`src/rtl/fpu_issue_ctrl_pkg.sv`:
```
// fpu_issue_ctrl_pkg
//   Shared types and constants for the FPU issue controller slice.
//   - fpu_state_t     : controller FSM states (IDLE, EXEC, HOLD)
//   - fpu_issue_t     : packed view of the decode-stage FP op fields
//   - FPU_LATENCY_DEF : default FPU pipeline latency in cycles
//   - CNT_W           : width of the latency down-counter (covers 1..15)
package fpu_issue_ctrl_pkg;

  localparam int FPU_LATENCY_DEF = 4;
  localparam int CNT_W           = 4;

  typedef enum logic [1:0] {
    IDLE = 2'd0,
    EXEC = 2'd1,
    HOLD = 2'd2
  } fpu_state_t;

  typedef struct packed {
    logic       valid;
    logic       rd;
    logic       wr;
    logic [4:0] fs_a;
    logic [4:0] ft_a;
    logic [4:0] fd_a;
  } fpu_issue_t;

  // True when a decode register address names the register still owed by
  // the op in flight.
  function automatic logic pend_hit(input logic [4:0] pend_fd,
                                    input logic [4:0] addr);
    return pend_fd == addr;
  endfunction

endpackage

```
`src/rtl/fpu_latency_counter.sv`:
```
// fpu_latency_counter
//   Loadable down-counter that times the FPU pipeline.
//   Ports:
//     clk, rst_n   : clock, asynchronous active-low reset
//     load         : load load_val this cycle (wins over dec)
//     load_val     : value to load
//     dec          : decrement by one; saturates at zero
//     zero         : counter currently reads zero
module fpu_latency_counter
  import fpu_issue_ctrl_pkg::*;
#(
  parameter int W = CNT_W
) (
  input  logic         clk,
  input  logic         rst_n,
  input  logic         load,
  input  logic [W-1:0] load_val,
  input  logic         dec,
  output logic         zero
);

  logic [W-1:0] cnt_q;

  always_ff @(posedge clk or negedge rst_n) begin
    if (!rst_n) begin
      cnt_q <= '0;
    end else if (load) begin
      cnt_q <= load_val;
    end else if (dec && (cnt_q != '0)) begin
      cnt_q <= cnt_q - W'(1);
    end
  end

  assign zero = (cnt_q == '0);

endmodule

```
`src/rtl/fpu_issue_ctrl.sv`:
```
// fpu_issue_ctrl
//   Issue/hazard controller for a single-op-in-flight FPU. Launches an FPU
//   op from decode, times its latency, holds the result until the FP write
//   port is free (lwc1 writeback from M always wins) and stalls decode on
//   structural, RAW and WAW hazards against the pending destination.
//
//   Optional feature: define FPU_FWD_EN to forward the held result to decode
//   in the writeback cycle (adds fwd_val/fwd_fs/fwd_ft, removes the RAW stall
//   for that cycle).
//
//   Ports:
//     clk, rst_n           : clock, asynchronous active-low reset
//     id_fp_valid          : decode holds an FPU arithmetic op
//     id_fp_rd / id_fp_wr  : decode op reads fs/ft / writes an FP register
//     id_fs_a/ft_a/fd_a    : decode FP register addresses
//     mem_fp_wb_req        : M-stage lwc1 owns the FP write port this cycle
//     fpu_result           : FPU datapath result
//     fpu_start            : one-cycle launch pulse to the FPU
//     stall_d              : stall decode/IF
//     fp_wb_en/dst/val     : FP register-file write port (FPU side)
//     busy                 : controller is not IDLE
//     dbg_state            : current FSM state
//     fwd_val/fs/ft        : (FPU_FWD_EN) forwarded result and source flags
//
//   Issue handshake: id_fp_valid is the valid, !stall_d is the ready; an op
//   transfers (fpu_start pulses) in exactly the cycle both are high, and
//   decode must hold the op unchanged while stalled.
//
//   FPU_LATENCY must lie in 1..15.
module fpu_issue_ctrl
  import fpu_issue_ctrl_pkg::*;
#(
  parameter int FPU_LATENCY = FPU_LATENCY_DEF
) (
  input  logic        clk,
  input  logic        rst_n,
  input  logic        id_fp_valid,
  input  logic        id_fp_rd,
  input  logic        id_fp_wr,
  input  logic [4:0]  id_fs_a,
  input  logic [4:0]  id_ft_a,
  input  logic [4:0]  id_fd_a,
  input  logic        mem_fp_wb_req,
  input  logic [31:0] fpu_result,
  output logic        fpu_start,
  output logic        stall_d,
  output logic        fp_wb_en,
  output logic [4:0]  fp_wb_dst,
  output logic [31:0] fp_wb_val,
  output logic        busy,
  output logic [1:0]  dbg_state
`ifdef FPU_FWD_EN
  ,
  output logic [31:0] fwd_val,
  output logic        fwd_fs,
  output logic        fwd_ft
`endif
);

  fpu_state_t state_q, state_d;
  fpu_issue_t id_op;

  logic [4:0]  pend_fd_q;
  logic [31:0] res_q;

  logic cnt_zero;
  logic in_exec, in_hold, pend_active;
  logic grant, wb_fire;
  logic hit_fs, hit_ft;
  logic struct_stall, raw_stall, waw_stall, stall;
  logic issue;

  assign id_op = '{valid: id_fp_valid, rd: id_fp_rd, wr: id_fp_wr,
                   fs_a: id_fs_a, ft_a: id_ft_a, fd_a: id_fd_a};

  // ------------------------------------------------------------------
  // Hazard detection (purely combinational from state and inputs)
  // ------------------------------------------------------------------
  always_comb begin
    in_exec     = (state_q == EXEC);
    in_hold     = (state_q == HOLD);
    // The pending destination only means something while an op is owed.
    pend_active = in_exec || in_hold;
    grant       = !mem_fp_wb_req;
    wb_fire     = in_hold && grant;

    hit_fs = id_op.rd && pend_hit(pend_fd_q, id_op.fs_a);
    hit_ft = id_op.rd && pend_hit(pend_fd_q, id_op.ft_a);

    // A new FPU op cannot launch while the unit or its result slot is busy;
    // the slot frees only in the cycle the result wins the write port.
    struct_stall = id_op.valid && (in_exec || (in_hold && !grant));

`ifdef FPU_FWD_EN
    // In the writeback cycle the held result is forwarded, so readers go on.
    raw_stall = pend_active && (hit_fs || hit_ft) && !wb_fire;
`else
    raw_stall = pend_active && (hit_fs || hit_ft);
`endif

    // Even in the writeback cycle a younger writer to the same register is
    // held back so the two writes can never be reordered.
    waw_stall = pend_active && id_op.wr && pend_hit(pend_fd_q, id_op.fd_a);

    stall = struct_stall || raw_stall || waw_stall;

    // Issue from IDLE, or from HOLD in the cycle the slot is released.
    issue = id_op.valid && !stall && ((state_q == IDLE) || wb_fire);
  end

  // ------------------------------------------------------------------
  // Latency counter
  // ------------------------------------------------------------------
  fpu_latency_counter #(
    .W (CNT_W)
  ) u_lat_cnt (
    .clk      (clk),
    .rst_n    (rst_n),
    .load     (issue),
    .load_val (CNT_W'(FPU_LATENCY - 1)),
    .dec      (in_exec),
    .zero     (cnt_zero)
  );

  // ------------------------------------------------------------------
  // FSM: state register
  // ------------------------------------------------------------------
  always_ff @(posedge clk or negedge rst_n) begin
    if (!rst_n) begin
      state_q <= IDLE;
    end else begin
      state_q <= state_d;
    end
  end

  // ------------------------------------------------------------------
  // FSM: next state
  // ------------------------------------------------------------------
  always_comb begin
    state_d = state_q;
    unique case (state_q)
      IDLE: begin
        if (issue) state_d = EXEC;
      end
      EXEC: begin
        if (cnt_zero) state_d = HOLD;
      end
      HOLD: begin
        if (wb_fire) state_d = issue ? EXEC : IDLE;
      end
      default: state_d = IDLE;
    endcase
  end

  // ------------------------------------------------------------------
  // FSM: outputs
  // ------------------------------------------------------------------
  always_comb begin
    fpu_start = issue;
    stall_d   = stall;
    fp_wb_en  = wb_fire;
    fp_wb_dst = pend_fd_q;
    fp_wb_val = res_q;
    busy      = (state_q != IDLE);
    dbg_state = state_q;
`ifdef FPU_FWD_EN
    fwd_val = res_q;
    fwd_fs  = wb_fire && hit_fs;
    fwd_ft  = wb_fire && hit_ft;
`endif
  end

  // ------------------------------------------------------------------
  // Pending destination and result holding register
  // ------------------------------------------------------------------
  always_ff @(posedge clk or negedge rst_n) begin
    if (!rst_n) begin
      pend_fd_q <= '0;
      res_q     <= '0;
    end else begin
      if (issue) begin
        pend_fd_q <= id_op.fd_a;
      end
      // The FPU result is valid only in the last EXEC cycle; capture it
      // there and keep it for as long as the write port is denied.
      if (in_exec && cnt_zero) begin
        res_q <= fpu_result;
      end
    end
  end

endmodule

```
`config.mk`:
```
export PLATFORM = sky130hd
export DESIGN_NAME = fpu_issue_ctrl
export DESIGN_NICKNAME = d
export VERILOG_FILES = /design/src/rtl/fpu_issue_ctrl_pkg.sv /design/src/rtl/fpu_latency_counter.sv /design/src/rtl/fpu_issue_ctrl.sv
export SDC_FILE = /design/constraint.sdc
export NUM_CORES = 1
export LEC_CHECK = 0
export ABC_AREA = 1
export BUFFER_PORTS_ARGS = -buffer_cell sky130_fd_sc_hd__buf_2
export CELL_PAD_IN_SITES_DETAIL_PLACEMENT = 1
export CELL_PAD_IN_SITES_GLOBAL_PLACEMENT = 1
export CORE_ASPECT_RATIO = 1.4
export CORE_MARGIN = 8
export CORE_UTILIZATION = 34
export CTS_BUF_LIST = sky130_fd_sc_hd__clkbuf_8 sky130_fd_sc_hd__clkbuf_16
export DETAILED_ROUTE_END_ITERATION = 6
export PLACE_DENSITY_LB_ADDON = 0.15
export SLEW_MARGIN = 20
export SYNTH_ARGS = -nofsm -noshare
export SYNTH_HDL_FRONTEND = slang
export SYNTH_HIERARCHICAL = 1
export SYNTH_SLANG_ARGS = --single-unit
```
`constraint.sdc`:
```
create_clock -name clk -period 1.95 [get_ports clk]
set_input_delay 0.2925 -clock clk [delete_from_list [all_inputs] [get_ports clk]]
set_output_delay 0.2925 -clock clk [all_outputs]
set_load 0.02 [all_outputs]
```
==> metrics.csv <==
metric,value,unit
crit_chain,"nand2_1, nand2_2, nor2_2, nand3_1, nand2_1, nand2_1, nand2_1, nand2_2, nand4_4, clkinv_4, buf_6",
synth_cells,240,
drive_above_1_share,51.2,%
clkSinkCount,43,
area.growth.synth_to_final,39.1,%
grt_pass1_wl,10.2,mm
register_area,1080,um^2
rsz0062_at_grt,yes,
clkLatencyLatePin,0.29,ns
root_buffer,clkbuf_8,
core,6440,um^2
row_count,35,
use_met3,5.99,%
finalSetupViolCount,0,
layout.nets,419,
antenna_found_initial,0,
yosysSeqAreaShare,48.6,%
crit_required,1.66,ns
grt_usage,13.2,%
critical_path.max_stage_delay,0.45,ns
grt-ovfl-total,0,
fin_crit,1.93,ns
gp_congestion,0.754,
n_fill_cell,805,
fin_skew,0.00731,ns
leakagePower,0.00168,uW
multiInputGateArea,1050,um^2
ys.warnings.count,6,
dpl.cell_count,414,
detail-route-antenna-nets,0,
cp_top_family,simple AND/OR/NAND/NOR gates,
wire_per_inst,14.3,um
viasPerCell,4.60,
die-area,9390,um^2
hold_viol_final,0,
cts_buffer_depth,2,
final_area,3080,um^2
drc,0,
h-tree-depth,2,
grt_pass1_vias,2242,
grt_use_met1,13.2,%
cts_tree,built,
synth.cell_area,2210,um^2
timing.critical_path.mode_cell,nand2_1,
die_h,111,um
yosysUniqueCellTypes,26,
placed_area,2840,um^2
use_met2,23.3,%
crit_path_start_kind,register,
firstDrtPassIters,4,
drt_iter0_drc,36,
place_hpwl,4.86,mm
clk_pin_slew_worst_paths,0.08,ns
worstPathArrival,1.64,ns
p_per_area,1640,nW/um^2
hp-class,in2reg,
maxCapViolCount,0,
crit_slowest_cell,dfrtp_2,
avgSynthCellArea,9.23,um^2
vdd_drop_max,0.676,mV
numCtsBuffers,5,
routed_wirelength,6.21,mm
die_w,84.2,um
io_pins,96,
synth_seq_cells,43,
dr_total_vias,2002,
critPathKind,reg2out,
path_max_fanout,6,
slew_violations,0,
grt-busiest-layer,met2,
place.port_buffers,95,
final_cells,435,
fin_crit_sh,99.1,%
fmax,517,MHz
status,"complete, no violations",
grt_max_degree,44,
insertedDiodeCount,0,
cp-end-kind,primary output,
start_util,34.4,%
crit_buf_inv,2,
[worst register-to-register path, delay by kind of cell (launching register included)]
kind                   cells  cell delay (ns)
flip-flops                 1             0.45
buffers and inverters      5             0.58
AND/OR/NAND/NOR           11             0.76
[flip-flops by register name, indices dropped and copies added (netlist names)]
register / flops
fp_wb_val: 32
u_lat_cnt/cnt_q: 4
fp_wb_dst: 5
dbg_state: 2
[report_power, final]
| part | switching (uW) | internal (uW) | leakage (uW) |
|---|---|---|---|
| Clock | 310 | 245 | 0.0000453 |
| Combinational | 1630 | 1210 | 0.00114 |
| Sequential | 288 | 1360 | 0.000503 |
| Total | 2230 | 2810 | 0.00168 |
[path summary, 6_finish.rpt]
kind                       slack, ns            from       endpoint  cells past startpoint
setup / recovery                0.02    fp_wb_dst[3]      fpu_start                     11
hold / removal                  0.22  fpu_result[29]  fp_wb_val[29]                      2
setup reg to reg                0.04    fp_wb_dst[3]   dbg_state[0]                     16
hold reg to reg                 0.50    fp_wb_val[6]   fp_wb_val[6]                      1
max in group asynchronous       1.22           rst_n   fp_wb_dst[3]                      3
min in group asynchronous       0.50           rst_n  fp_wb_val[23]                      3
[placed cells by master (no fill, tap or decap), types with 2 or more instances in the layout]
cell / Yosys / final
a21oi_1: 2 / 2
buf_2: 3 / 93
buf_4: 0 / 18
clkbuf_8: 0 / 5
conb_1: 2 / 4
dfrtp_1: 43 / 37
dfrtp_2: 0 / 6
ha_1: 6 / 6
inv_1: 27 / 27
inv_2: 5 / 4
mux2_2: 32 / 32
nand2_1: 74 / 66
nand2_2: 3 / 11
nand3_1: 7 / 7
nand3b_1: 3 / 3
nand4_1: 2 / 2
nor2_1: 11 / 7
nor2_2: 1 / 5
o21ai_0: 4 / 4
o21ai_1: 5 / 4
xnor2_1: 2 / 2
[final cells by class]
class	count	share of cell area, %
timing repair buffer	114	20.8
multi-input combinational	163	34.0
sequential	43	35.2
clock inverter	3	0.528
tap	74	3.01
clock buffer	5	2.23
inverter	33	4.26
[logic make-up after synthesis]
group           synth area share, %
mux                            16.3
buf+inv                        6.27
xor+xnor                       1.19
fa+ha+maj                      3.39
flops                          48.6
other cells                   0.339
simple gates                   21.5
compound gates                 2.49
[per-layer routing]
metal,share of wire [%],vias up
met5,0,-
met4,0.90,0
met3,9.3,5
met2,51,66
met1,38,943
li1,-,988
[synth_stat cells (all sizes together)]
cell type	number	area [um^2]
nor3b	1	7.51
xor2	1	8.76
buf	3	15.0
xnor2	2	17.5
conb	2	7.51
a21oi	2	10.0
clkinv	1	3.75
mux2	32	360
ha	6	75.1
o21ai	9	45.0
inv	32	120
nand3b	3	22.5
nand4	3	33.8
nor3	1	5.00
or2	1	6.26
nor2	12	47.6
nand2	78	308
nand3	8	45.0
dfrtp	43	1080
[repair_timing]
action / in CTS / in global routing
gates resized for setup: 9 / 17
pin swaps: 7 / 12
hold buffers: 1 / 0
buffers inserted: 9 / 3
endpoints found under the setup margin: 2 / 8
endpoints found under the hold margin: 43 / 0
[through the flow]
stage / setup TNS, ns / hold WS (ns) / worst slack, ns / power, uW / utilization, %
finish: 0 / 0.221 / 0.0170 / 5040 / 47.9
global route: -0.505 / 0.209 / -0.141 / 5470 / 47.9
CTS: -0.00407 / 0.207 / -0.00407 / 5050 / 46.9
floorplan: 0 / -0.00309 / 0.0568 / 3390 / -
detailed placement: 0 / 0.294 / 0.139 / 4320 / 44.1
global placement: 0 / 0.290 / 0.172 / 4250 / 44.1
Power figures use the tool's default switching activity.
